===== config.mk =====
export PLATFORM = sky130hd
export DESIGN_NAME = hilo_unit_flat
export DESIGN_NICKNAME = d
export VERILOG_FILES = /design/src/rtl/hilo_unit_pkg.sv /design/src/rtl/hilo_unit_if.sv /design/src/rtl/hilo_regfile.sv /design/src/rtl/hilo_unit.sv /design/src/flat_wrapper.sv
export SDC_FILE = /design/constraint.sdc
export NUM_CORES = 1
export LEC_CHECK = 0
export CAP_MARGIN = 30
export CORE_UTILIZATION = 30
export DETAILED_ROUTE_END_ITERATION = 8
export MAX_ROUTING_LAYER = met4
export PLACE_DENSITY = 0.71
export SYNTH_ARGS = -nofsm -noshare
export SYNTH_HDL_FRONTEND = slang
export SYNTH_SLANG_ARGS = --single-unit

===== constraint.sdc =====
create_clock -name clk -period 4.8 [get_ports clk]
set_clock_uncertainty 0.2 [all_clocks]
set_input_delay 0.96 -clock clk [delete_from_list [all_inputs] [get_ports clk]]
set_output_delay 0.96 -clock clk [all_outputs]
set_load 0.02 [all_outputs]

===== src/rtl/hilo_unit_pkg.sv =====
// rtl/hilo_unit_pkg.sv - shared types and constants for the HI/LO register unit
package hilo_unit_pkg;

    typedef enum logic [1:0] {
        ST_IDLE     = 2'd0,
        ST_DIV_BUSY = 2'd1,
        ST_MUL_BUSY = 2'd2
    } state_t;

    localparam logic OP_SIGNED   = 1'b1;
    localparam logic OP_UNSIGNED = 1'b0;

    localparam int DIV_CYCLES_DEFAULT = 4;
    localparam int MUL_CYCLES_DEFAULT = 2;

    // The counter must be able to hold the larger of the two hold times.
    function automatic int cnt_width(input int div_cycles, input int mul_cycles);
        int m;
        m = (div_cycles > mul_cycles) ? div_cycles : mul_cycles;
        return (m < 1) ? 1 : $clog2(m + 1);
    endfunction

endpackage


===== src/rtl/hilo_unit_if.sv =====
// rtl/hilo_unit_if.sv - pipeline, divider and multiplier signals of the HI/LO unit
interface hilo_unit_if;
    logic        div_start;
    logic        mul_start;
    logic        op_sign;
    logic [31:0] rs_data;
    logic [31:0] rt_data;
    logic        mthi;
    logic        mtlo;
    logic        hilo_read;
    logic        div_ena;
    logic        div_sign;
    logic [31:0] op_a;
    logic [31:0] op_b;
    logic [31:0] div_q;
    logic [31:0] div_r;
    logic [31:0] mul_hi;
    logic [31:0] mul_lo;
    logic [31:0] hi;
    logic [31:0] lo;
    logic        busy;
    logic        stall;
    logic        div_zero;

    modport master (
        output div_start, mul_start, op_sign, rs_data, rt_data,
        output mthi, mtlo, hilo_read, div_q, div_r, mul_hi, mul_lo,
        input  div_ena, div_sign, op_a, op_b, hi, lo, busy, stall, div_zero
    );

    modport slave (
        input  div_start, mul_start, op_sign, rs_data, rt_data,
        input  mthi, mtlo, hilo_read, div_q, div_r, mul_hi, mul_lo,
        output div_ena, div_sign, op_a, op_b, hi, lo, busy, stall, div_zero
    );
endinterface


===== src/rtl/hilo_regfile.sv =====
// rtl/hilo_regfile.sv - HI/LO register pair; a result commit outranks mthi/mtlo
module hilo_regfile (
    input  logic        clk,
    input  logic        reset,
    input  logic        commit,
    input  logic [31:0] commit_hi,
    input  logic [31:0] commit_lo,
    input  logic        wr_hi,
    input  logic        wr_lo,
    input  logic [31:0] wr_data,
    output logic [31:0] hi,
    output logic [31:0] lo
);

    always_ff @(posedge clk) begin
        if (reset) begin
            hi <= '0;
            lo <= '0;
        end else if (commit) begin
            hi <= commit_hi;
            lo <= commit_lo;
        end else begin
            if (wr_hi) hi <= wr_data;
            if (wr_lo) lo <= wr_data;
        end
    end

endmodule


===== src/rtl/hilo_unit.sv =====
// rtl/hilo_unit.sv - EX-stage HI/LO unit: operand hold, result commit and stall generation
module hilo_unit
    import hilo_unit_pkg::*;
#(
    parameter int DIV_CYCLES = DIV_CYCLES_DEFAULT,
    parameter int MUL_CYCLES = MUL_CYCLES_DEFAULT
) (
    input  logic       clk,
    input  logic       reset,
    hilo_unit_if.slave bus
);

    localparam int CNT_W = cnt_width(DIV_CYCLES, MUL_CYCLES);

    state_t           state_q, state_d;
    logic [CNT_W-1:0] cnt_q, cnt_d;
    logic             latch;
    logic             commit;
    logic             zero_d;
    logic             zero_q;
    logic             sign_q;
    logic [31:0]      op_a_q, op_b_q;
    logic             idle;
    logic             mt_ok;

    assign idle  = (state_q == ST_IDLE);
    // A start in the same cycle wins over mthi/mtlo.
    assign mt_ok = idle & ~bus.div_start & ~bus.mul_start;

    always_ff @(posedge clk) begin
        if (reset) begin
            state_q <= ST_IDLE;
            cnt_q   <= '0;
            zero_q  <= 1'b0;
        end else begin
            state_q <= state_d;
            cnt_q   <= cnt_d;
            zero_q  <= zero_d;
        end
    end

    always_comb begin
        state_d = state_q;
        cnt_d   = cnt_q;
        latch   = 1'b0;
        commit  = 1'b0;
        zero_d  = 1'b0;
        case (state_q)
            ST_IDLE: begin
                if (bus.div_start) begin
                    if (bus.rt_data == 32'd0) begin
                        zero_d = 1'b1;
                    end else begin
                        latch   = 1'b1;
                        cnt_d   = CNT_W'(DIV_CYCLES);
                        state_d = ST_DIV_BUSY;
                    end
                end else if (bus.mul_start) begin
                    latch   = 1'b1;
                    cnt_d   = CNT_W'(MUL_CYCLES);
                    state_d = ST_MUL_BUSY;
                end
            end
            ST_DIV_BUSY, ST_MUL_BUSY: begin
                cnt_d = cnt_q - CNT_W'(1);
                if (cnt_q == CNT_W'(1)) begin
                    commit  = 1'b1;
                    state_d = ST_IDLE;
                end
            end
            default: state_d = ST_IDLE;
        endcase
    end

    // Operands stay frozen for the whole busy window so the datapath output settles.
    always_ff @(posedge clk) begin
        if (reset) begin
            op_a_q <= '0;
            op_b_q <= '0;
            sign_q <= OP_UNSIGNED;
        end else if (latch) begin
            op_a_q <= bus.rs_data;
            op_b_q <= bus.rt_data;
            sign_q <= bus.op_sign;
        end
    end

    hilo_regfile u_regfile (
        .clk       (clk),
        .reset     (reset),
        .commit    (commit),
        .commit_hi ((state_q == ST_DIV_BUSY) ? bus.div_r : bus.mul_hi),
        .commit_lo ((state_q == ST_DIV_BUSY) ? bus.div_q : bus.mul_lo),
        .wr_hi     (mt_ok & bus.mthi),
        .wr_lo     (mt_ok & bus.mtlo),
        .wr_data   (bus.rs_data),
        .hi        (bus.hi),
        .lo        (bus.lo)
    );

    assign bus.op_a     = op_a_q;
    assign bus.op_b     = op_b_q;
    assign bus.div_sign = sign_q;
    assign bus.div_ena  = (state_q == ST_DIV_BUSY);
    assign bus.busy     = ~idle;
    assign bus.div_zero = zero_q;
    assign bus.stall    = ~idle & (bus.div_start | bus.mul_start | bus.mthi |
                                   bus.mtlo | bus.hilo_read);

endmodule

===== src/flat_wrapper.sv =====
// flat-port wrapper written by rule: the top's interface ports become plain ports
module hilo_unit_flat import hilo_unit_pkg::*;
#(
    parameter int DIV_CYCLES = DIV_CYCLES_DEFAULT,
    parameter int MUL_CYCLES = MUL_CYCLES_DEFAULT
)
  (clk, reset, bus_div_start, bus_mul_start, bus_op_sign, bus_rs_data, bus_rt_data, bus_mthi, bus_mtlo, bus_hilo_read, bus_div_q, bus_div_r, bus_mul_hi, bus_mul_lo, bus_div_ena, bus_div_sign, bus_op_a, bus_op_b, bus_hi, bus_lo, bus_busy, bus_stall, bus_div_zero);
  hilo_unit_if bus_i ();
  input  logic clk;
  input  logic reset;
  input wire logic [$bits(bus_i.div_start)-1:0] bus_div_start;
  input wire logic [$bits(bus_i.mul_start)-1:0] bus_mul_start;
  input wire logic [$bits(bus_i.op_sign)-1:0] bus_op_sign;
  input wire logic [$bits(bus_i.rs_data)-1:0] bus_rs_data;
  input wire logic [$bits(bus_i.rt_data)-1:0] bus_rt_data;
  input wire logic [$bits(bus_i.mthi)-1:0] bus_mthi;
  input wire logic [$bits(bus_i.mtlo)-1:0] bus_mtlo;
  input wire logic [$bits(bus_i.hilo_read)-1:0] bus_hilo_read;
  input wire logic [$bits(bus_i.div_q)-1:0] bus_div_q;
  input wire logic [$bits(bus_i.div_r)-1:0] bus_div_r;
  input wire logic [$bits(bus_i.mul_hi)-1:0] bus_mul_hi;
  input wire logic [$bits(bus_i.mul_lo)-1:0] bus_mul_lo;
  output wire logic [$bits(bus_i.div_ena)-1:0] bus_div_ena;
  output wire logic [$bits(bus_i.div_sign)-1:0] bus_div_sign;
  output wire logic [$bits(bus_i.op_a)-1:0] bus_op_a;
  output wire logic [$bits(bus_i.op_b)-1:0] bus_op_b;
  output wire logic [$bits(bus_i.hi)-1:0] bus_hi;
  output wire logic [$bits(bus_i.lo)-1:0] bus_lo;
  output wire logic [$bits(bus_i.busy)-1:0] bus_busy;
  output wire logic [$bits(bus_i.stall)-1:0] bus_stall;
  output wire logic [$bits(bus_i.div_zero)-1:0] bus_div_zero;
  assign bus_i.div_start = bus_div_start;
  assign bus_i.mul_start = bus_mul_start;
  assign bus_i.op_sign = bus_op_sign;
  assign bus_i.rs_data = bus_rs_data;
  assign bus_i.rt_data = bus_rt_data;
  assign bus_i.mthi = bus_mthi;
  assign bus_i.mtlo = bus_mtlo;
  assign bus_i.hilo_read = bus_hilo_read;
  assign bus_i.div_q = bus_div_q;
  assign bus_i.div_r = bus_div_r;
  assign bus_i.mul_hi = bus_mul_hi;
  assign bus_i.mul_lo = bus_mul_lo;
  assign bus_div_ena = bus_i.div_ena;
  assign bus_div_sign = bus_i.div_sign;
  assign bus_op_a = bus_i.op_a;
  assign bus_op_b = bus_i.op_b;
  assign bus_hi = bus_i.hi;
  assign bus_lo = bus_i.lo;
  assign bus_busy = bus_i.busy;
  assign bus_stall = bus_i.stall;
  assign bus_div_zero = bus_i.div_zero;
  hilo_unit #(.DIV_CYCLES(DIV_CYCLES), .MUL_CYCLES(MUL_CYCLES)) u_core (.clk(clk), .reset(reset), .bus(bus_i));
endmodule

## Word level (Yosys, flattened, before mapping)

Index checks and enable logic that the tools add are counted.
Widths: inputs -> output; s select.

- Input port bits: 200
- Word-level logic and storage cells: 58
- Bits in registers: 135
- Output and inout port bits: 133

- $add $sub $neg: 1
- Reductions and logical operators: 9
- Bitwise operators: 12
- Eq/ne operators: 6
- Mux-type cells: 22

Operator list:

| cell | number |
|---|---|
| $mux 32 | 6 |
| $logic_not 32->1 | 1 |
| $mux 3 | 3 |
| $mux 2 | 4 |
| $mux 1 | 7 |
| $ne 3x3->1 const B | 2 |
| $pmux 3 s2 | 1 |
| $reduce_and 3->1 | 2 |
| $reduce_bool 2->1 | 3 |
| $and 1x1->1 | 5 |
| $or 1x1->1 | 4 |
| $pmux 2 s2 | 1 |
| $eq 3x1->1 const B | 1 |
| $not 1->1 | 3 |
| $reduce_or 3->1 | 1 |
| $sub 3x1->3 const B | 1 |
| $eq 2x1->1 const B | 1 |
| $eq 2x2->1 const B | 1 |
| $logic_not 2->1 | 1 |
| $ne 2x1->1 const B | 1 |
| $reduce_or 2->1 | 1 |

## Longest topological paths before layout

- Depth in word-level cells: 6
- Depth in mapped cells: 9
- Depth with buffers taken out: 7

## Hierarchy

Synthesis repeated with hierarchy kept, for this count alone.

- Cell total of the unflattened synthesis: 699
- Area total of the unflattened synthesis: 7013.0 um2

Modules (own cells, without submodules):

| module | cells each | area each (um2) | seq. area each (um2) | times used |
|---|---|---|---|---|
| hilo_unit | 414 | 3783.6 | 1421.4 | 1 |
| hilo_regfile | 285 | 3229.3 | 1281.2 | 1 |

## Worst setup path after synthesis

Ideal clock, no wire load.

- Path kind: reg2out
- Start point: register u_core.state_q[0]
- End point: output bus_stall
- Required time: 3.640 ns
- Stages on the path, launching flop included: 7
- Arrival: 1.540 ns
- Buffers on the path: 3
- Slack: 2.100 ns
- Path through: dfxtp_1 -> inv_1 -> ha_1 -> clkbuf_1 -> clkbuf_1 -> clkbuf_1 -> a21oi_1

- Longest elaborated chain between the ends: 3

RTL lines:

| item | RTL line | text |
|---|---|---|
| from (decl) | hilo_unit.sv:15 | `state_t state_q, state_d;` |
| from (signal assigned) | hilo_unit.sv:36 | `state_q <= state_d;` |
| $logic_not 2->1 | hilo_unit.sv:26 | `assign idle = (state_q == ST_IDLE);` |
| $not 1->1 (no source line) | - |  |
| $and 1x1->1 | hilo_unit.sv:107 | `assign bus.stall = ~idle & (bus.div_start \| bus.mul_start \| bus.mthi \|` |
| to (decl) | flat_wrapper.sv:30 | `output wire logic [$bits(bus_i.stall)-1:0] bus_stall;` |

Every way passes these cells.

## Worst setup path in the final report

- Start point: input bus_div_start
- End point: output bus_stall

- Longest elaborated chain between the ends: 5

RTL lines:

| item | RTL line | text |
|---|---|---|
| from (decl) | flat_wrapper.sv:11 | `input wire logic [$bits(bus_i.div_start)-1:0] bus_div_start;` |
| $or 1x1->1 (3 in series) | hilo_unit.sv:107 |  |
| $or 1x1->1 | hilo_unit.sv:108 | `bus.mtlo \| bus.hilo_read);` |
| $and 1x1->1 | hilo_unit.sv:107 |  |

Every way passes these cells.

==> flow_summary.json <==
{
  "wl_um": 23220,
  "ys_seq_area_frac": 0.4330,
  "synth_top_family_by_area": "compound AO/OA/AOI/OAI gates",
  "startpoint_type": "input pin",
  "synth_xor_area_frac": 0.002807,
  "finalHoldViolCount": 0,
  "intPower_uw": 2698,
  "synthCells": 751,
  "die_area_mm2": 0.02138,
  "cts_tree": "done",
  "comb_power_share": 0.319,
  "clk_pin_slew_ns": 0.06,
  "nets": 1242,
  "grt_max_degree": 77,
  "cts_hold_buf": 0,
  "pin_count": 333,
  "layout-drive-gt1-share": 0.04757,
  "peakVddDrop_mv": 0.2016,
  "first_iter_violations": 336,
  "grt_overflow": 0,
  "cts_buffers": 17,
  "mostFrequentLayoutCell": "clkdlybuf4s50_1",
  "reg2reg_from": "u_core.state_q[0]$_SDFFE_PP0P_",
  "synthSimpleGateAreaFrac": 0.1389,
  "synth.area.mux_share": 0.1043,
  "p_seq_frac": 0.330,
  "worstPathArrival_ns": 2.61,
  "power_density_mw_per_mm2": 385.8,
  "synthFlopType": "dfxtp_1",
  "grt_pass1_wl_um": 35890,
  "dieHeight_um": 146.2,
  "fin_setup_tns_ns": 0,
  "ys_ff_latch": 135,
  "regArea_mm2": 0.002703,
  "route.detailed.drc": 0,
  "grt_pass1_vias": 6471,
  "p_clk_frac": 0.352,
  "timing.final.crit_share": 0.7853,
  "multi_input_area_mm2": 0.003207,
  "worstMarginPinSlew_ns": 0.8898,
  "relSlewSlack": 0.4068,
  "antenna_found_initial": 0,
  "hold_path_class": "flip-flop to flip-flop",
  "cts_sinks": 135,
  "synth_compound_area_frac": 0.2538,
  "vias": 6683,
  "place_congestion": 0.8416,
  "ant_nets": 0,
  "areaGrowthSynthToFinish_pct": 65.20,
  "cts.path.max_buffers": 2,
  "io_buffers": 332,
  "via_per_inst": 5.059,
  "start_util": 0.3074,
  "clock_latency_ns": 0.40,
  "insertedDiodeCount": 0,
  "power.switching_uw": 1280,
  "post_drt_wl_per_cell_um": 17.57,
  "post-cts-setup-buffers": 0,
  "track_usage": 0.2220,
  "syn_area_mm2": 0.006241,
  "first_pass_iters": 5,
  "cp-startpoint": "bus_div_start",
  "critPathRequiredTime_ns": 3.64,
  "die_w_um": 146.2,
  "min_from": "u_core.bus.op_a[31]$_SDFFE_PP0P_",
  "synthArstFlopShare": 0,
  "place_hpwl_um": 16670,
  "p_leak_uw": 0.003583,
  "rsz0062_at_grt": "false",
  "p_total_uw": 3978,
  "path_max_fanout": 5,
  "maxSlewViolCount": 0,
  "syn_nets": 955,
  "hold_ws_ns": 0.2733,
  "status": "completed",
  "rows": 52,
  "nFillCells": 2000,
  "htree_levels": 4,
  "endpoint_kind": "output port",
  "sw_frac_of_total": 0.3217,
  "cts_resized": 0,
  "fin_crit_ns": 3.770,
  "setup_viol": 0,
  "ys_warn_count": 0,
  "mostFrequentLayoutCells": "clkdlybuf4s50_1, dfxtp_1, a21oi_1, nor2_1, nand3_1",
  "yosysUniqueCellTypes": 36,
  "layout.cells.non_filler": 1321,
  "core_area_mm2": 0.02030,
  "cts_root_buf": "clkbuf_16",
  "cap_violations": 0,
  "max_freq_ghz": 0.2653,
  "synthAdderAreaFrac": 0.008019,
  "avgSynthCellArea_um2": 8.310,
  "dp.cells": 1289,
  "rrSetupSlack_ns": 1.74,
  "synth-edff-count": 0,
  "path_class": "input pin to output port"
}
kinds of logic after synthesis:
group / Yosys count
AO/OA/AOI/OAI: 273
XOR/XNOR: 2
adder cells (fa/ha/maj): 4
buffers and inverters: 81
flip-flops: 135
multiplexers: 65
AND/OR/NAND/NOR: 191
path summary, 6_finish.rpt:
path / endpoint / cells after the start
max: bus_stall / 4
min: u_core.bus.op_a[31]$_SDFFE_PP0P_ / 2
min reg2reg: u_core.bus.op_a[31]$_SDFFE_PP0P_ / 2
max reg2reg: u_core.u_regfile.hi[18]$_SDFFE_PP0P_ / 8
Yosys cell counts (3+ instances only):
master    count  area share
inv_1         7      0.0042
buf_6         6       0.011
clkbuf_1     45       0.027
buf_2        13       0.010
nand2_1       3      0.0018
nor4_1        6      0.0060
mux2i_1      65        0.10
clkbuf_2      3      0.0024
nand2b_1      3      0.0030
a211oi_1     65       0.078
nor2_1      100       0.060
o21ai_1      31       0.025
nand3_1      66       0.053
ha_1          4      0.0080
nor3_1        3      0.0024
o21ai_0      35       0.028
buf_1         7      0.0042
a21oi_1     131        0.11
dfxtp_1     135        0.43
critical path, cell delays in order:
cell,delay (ns)
clkdlybuf4s50_1,0.52
nor2_1,0.45
a21oi_1,0.12
clkdlybuf4s50_1,0.56
power groups by stage:
stage | clock network (µW) | logic, µW | registers, µW
floorplan | 0 | 555 | 1470
global placement | 0 | 1260 | 1330
detailed placement | 0 | 1270 | 1330
CTS | 1430 | 1270 | 1310
global route | 1480 | 1360 | 1330
finish | 1400 | 1270 | 1310
cell type report:
| cell class | count | area share |
|---|---|---|
| clock buffer | 19 | 0.04199 |
| clock inverter | 13 | 0.01893 |
| inverter | 7 | 0.002549 |
| multi-input combinational | 535 | 0.3110 |
| sequential | 135 | 0.2621 |
| tap | 270 | 0.03277 |
| timing repair buffer | 342 | 0.3306 |
registers in the layout (all words and copies together) (netlist names):
| register | cells |
|---|---|
| u_core.bus.div_sign | 1 |
| u_core.bus.op_a | 32 |
| u_core.state_q | 2 |
| u_core.u_regfile.hi | 32 |
| u_core.bus.div_zero | 1 |
| u_core.u_regfile.lo | 32 |
| u_core.cnt_q | 3 |
| u_core.bus.op_b | 32 |
metal layers:
| layer | vias up | GRT usage | share of wire | routed length [µm] |
|---|---|---|---|---|
| met2 | 244 | 0.3517 | 0.48 | 11110 |
| met3 | 24 | 0.04469 | 0.053 | 1224 |
| li1 | 3296 | - | - | - |
| met4 | 0 | 0.07552 | 0.019 | 431 |
| met1 | 3119 | 0.2808 | 0.45 | 10450 |
| met5 | - | - | 0 | 0 |
metrics by stage:
stage / setup slack (ns) / util / cell area [µm²]
5_1_grt: 0.9439 / 0.5079 / 10310
2_1_floorplan: 2.100 / - / 6241
4_1_cts: 1.037 / 0.5079 / 10310
3_5_place_dp: 1.008 / 0.4769 / 9682
6_report: 1.030 / 0.5079 / 10310
3_3_place_gp: 1.049 / 0.4769 / 9682
Note: power is estimated with default switching activity, not from simulation.
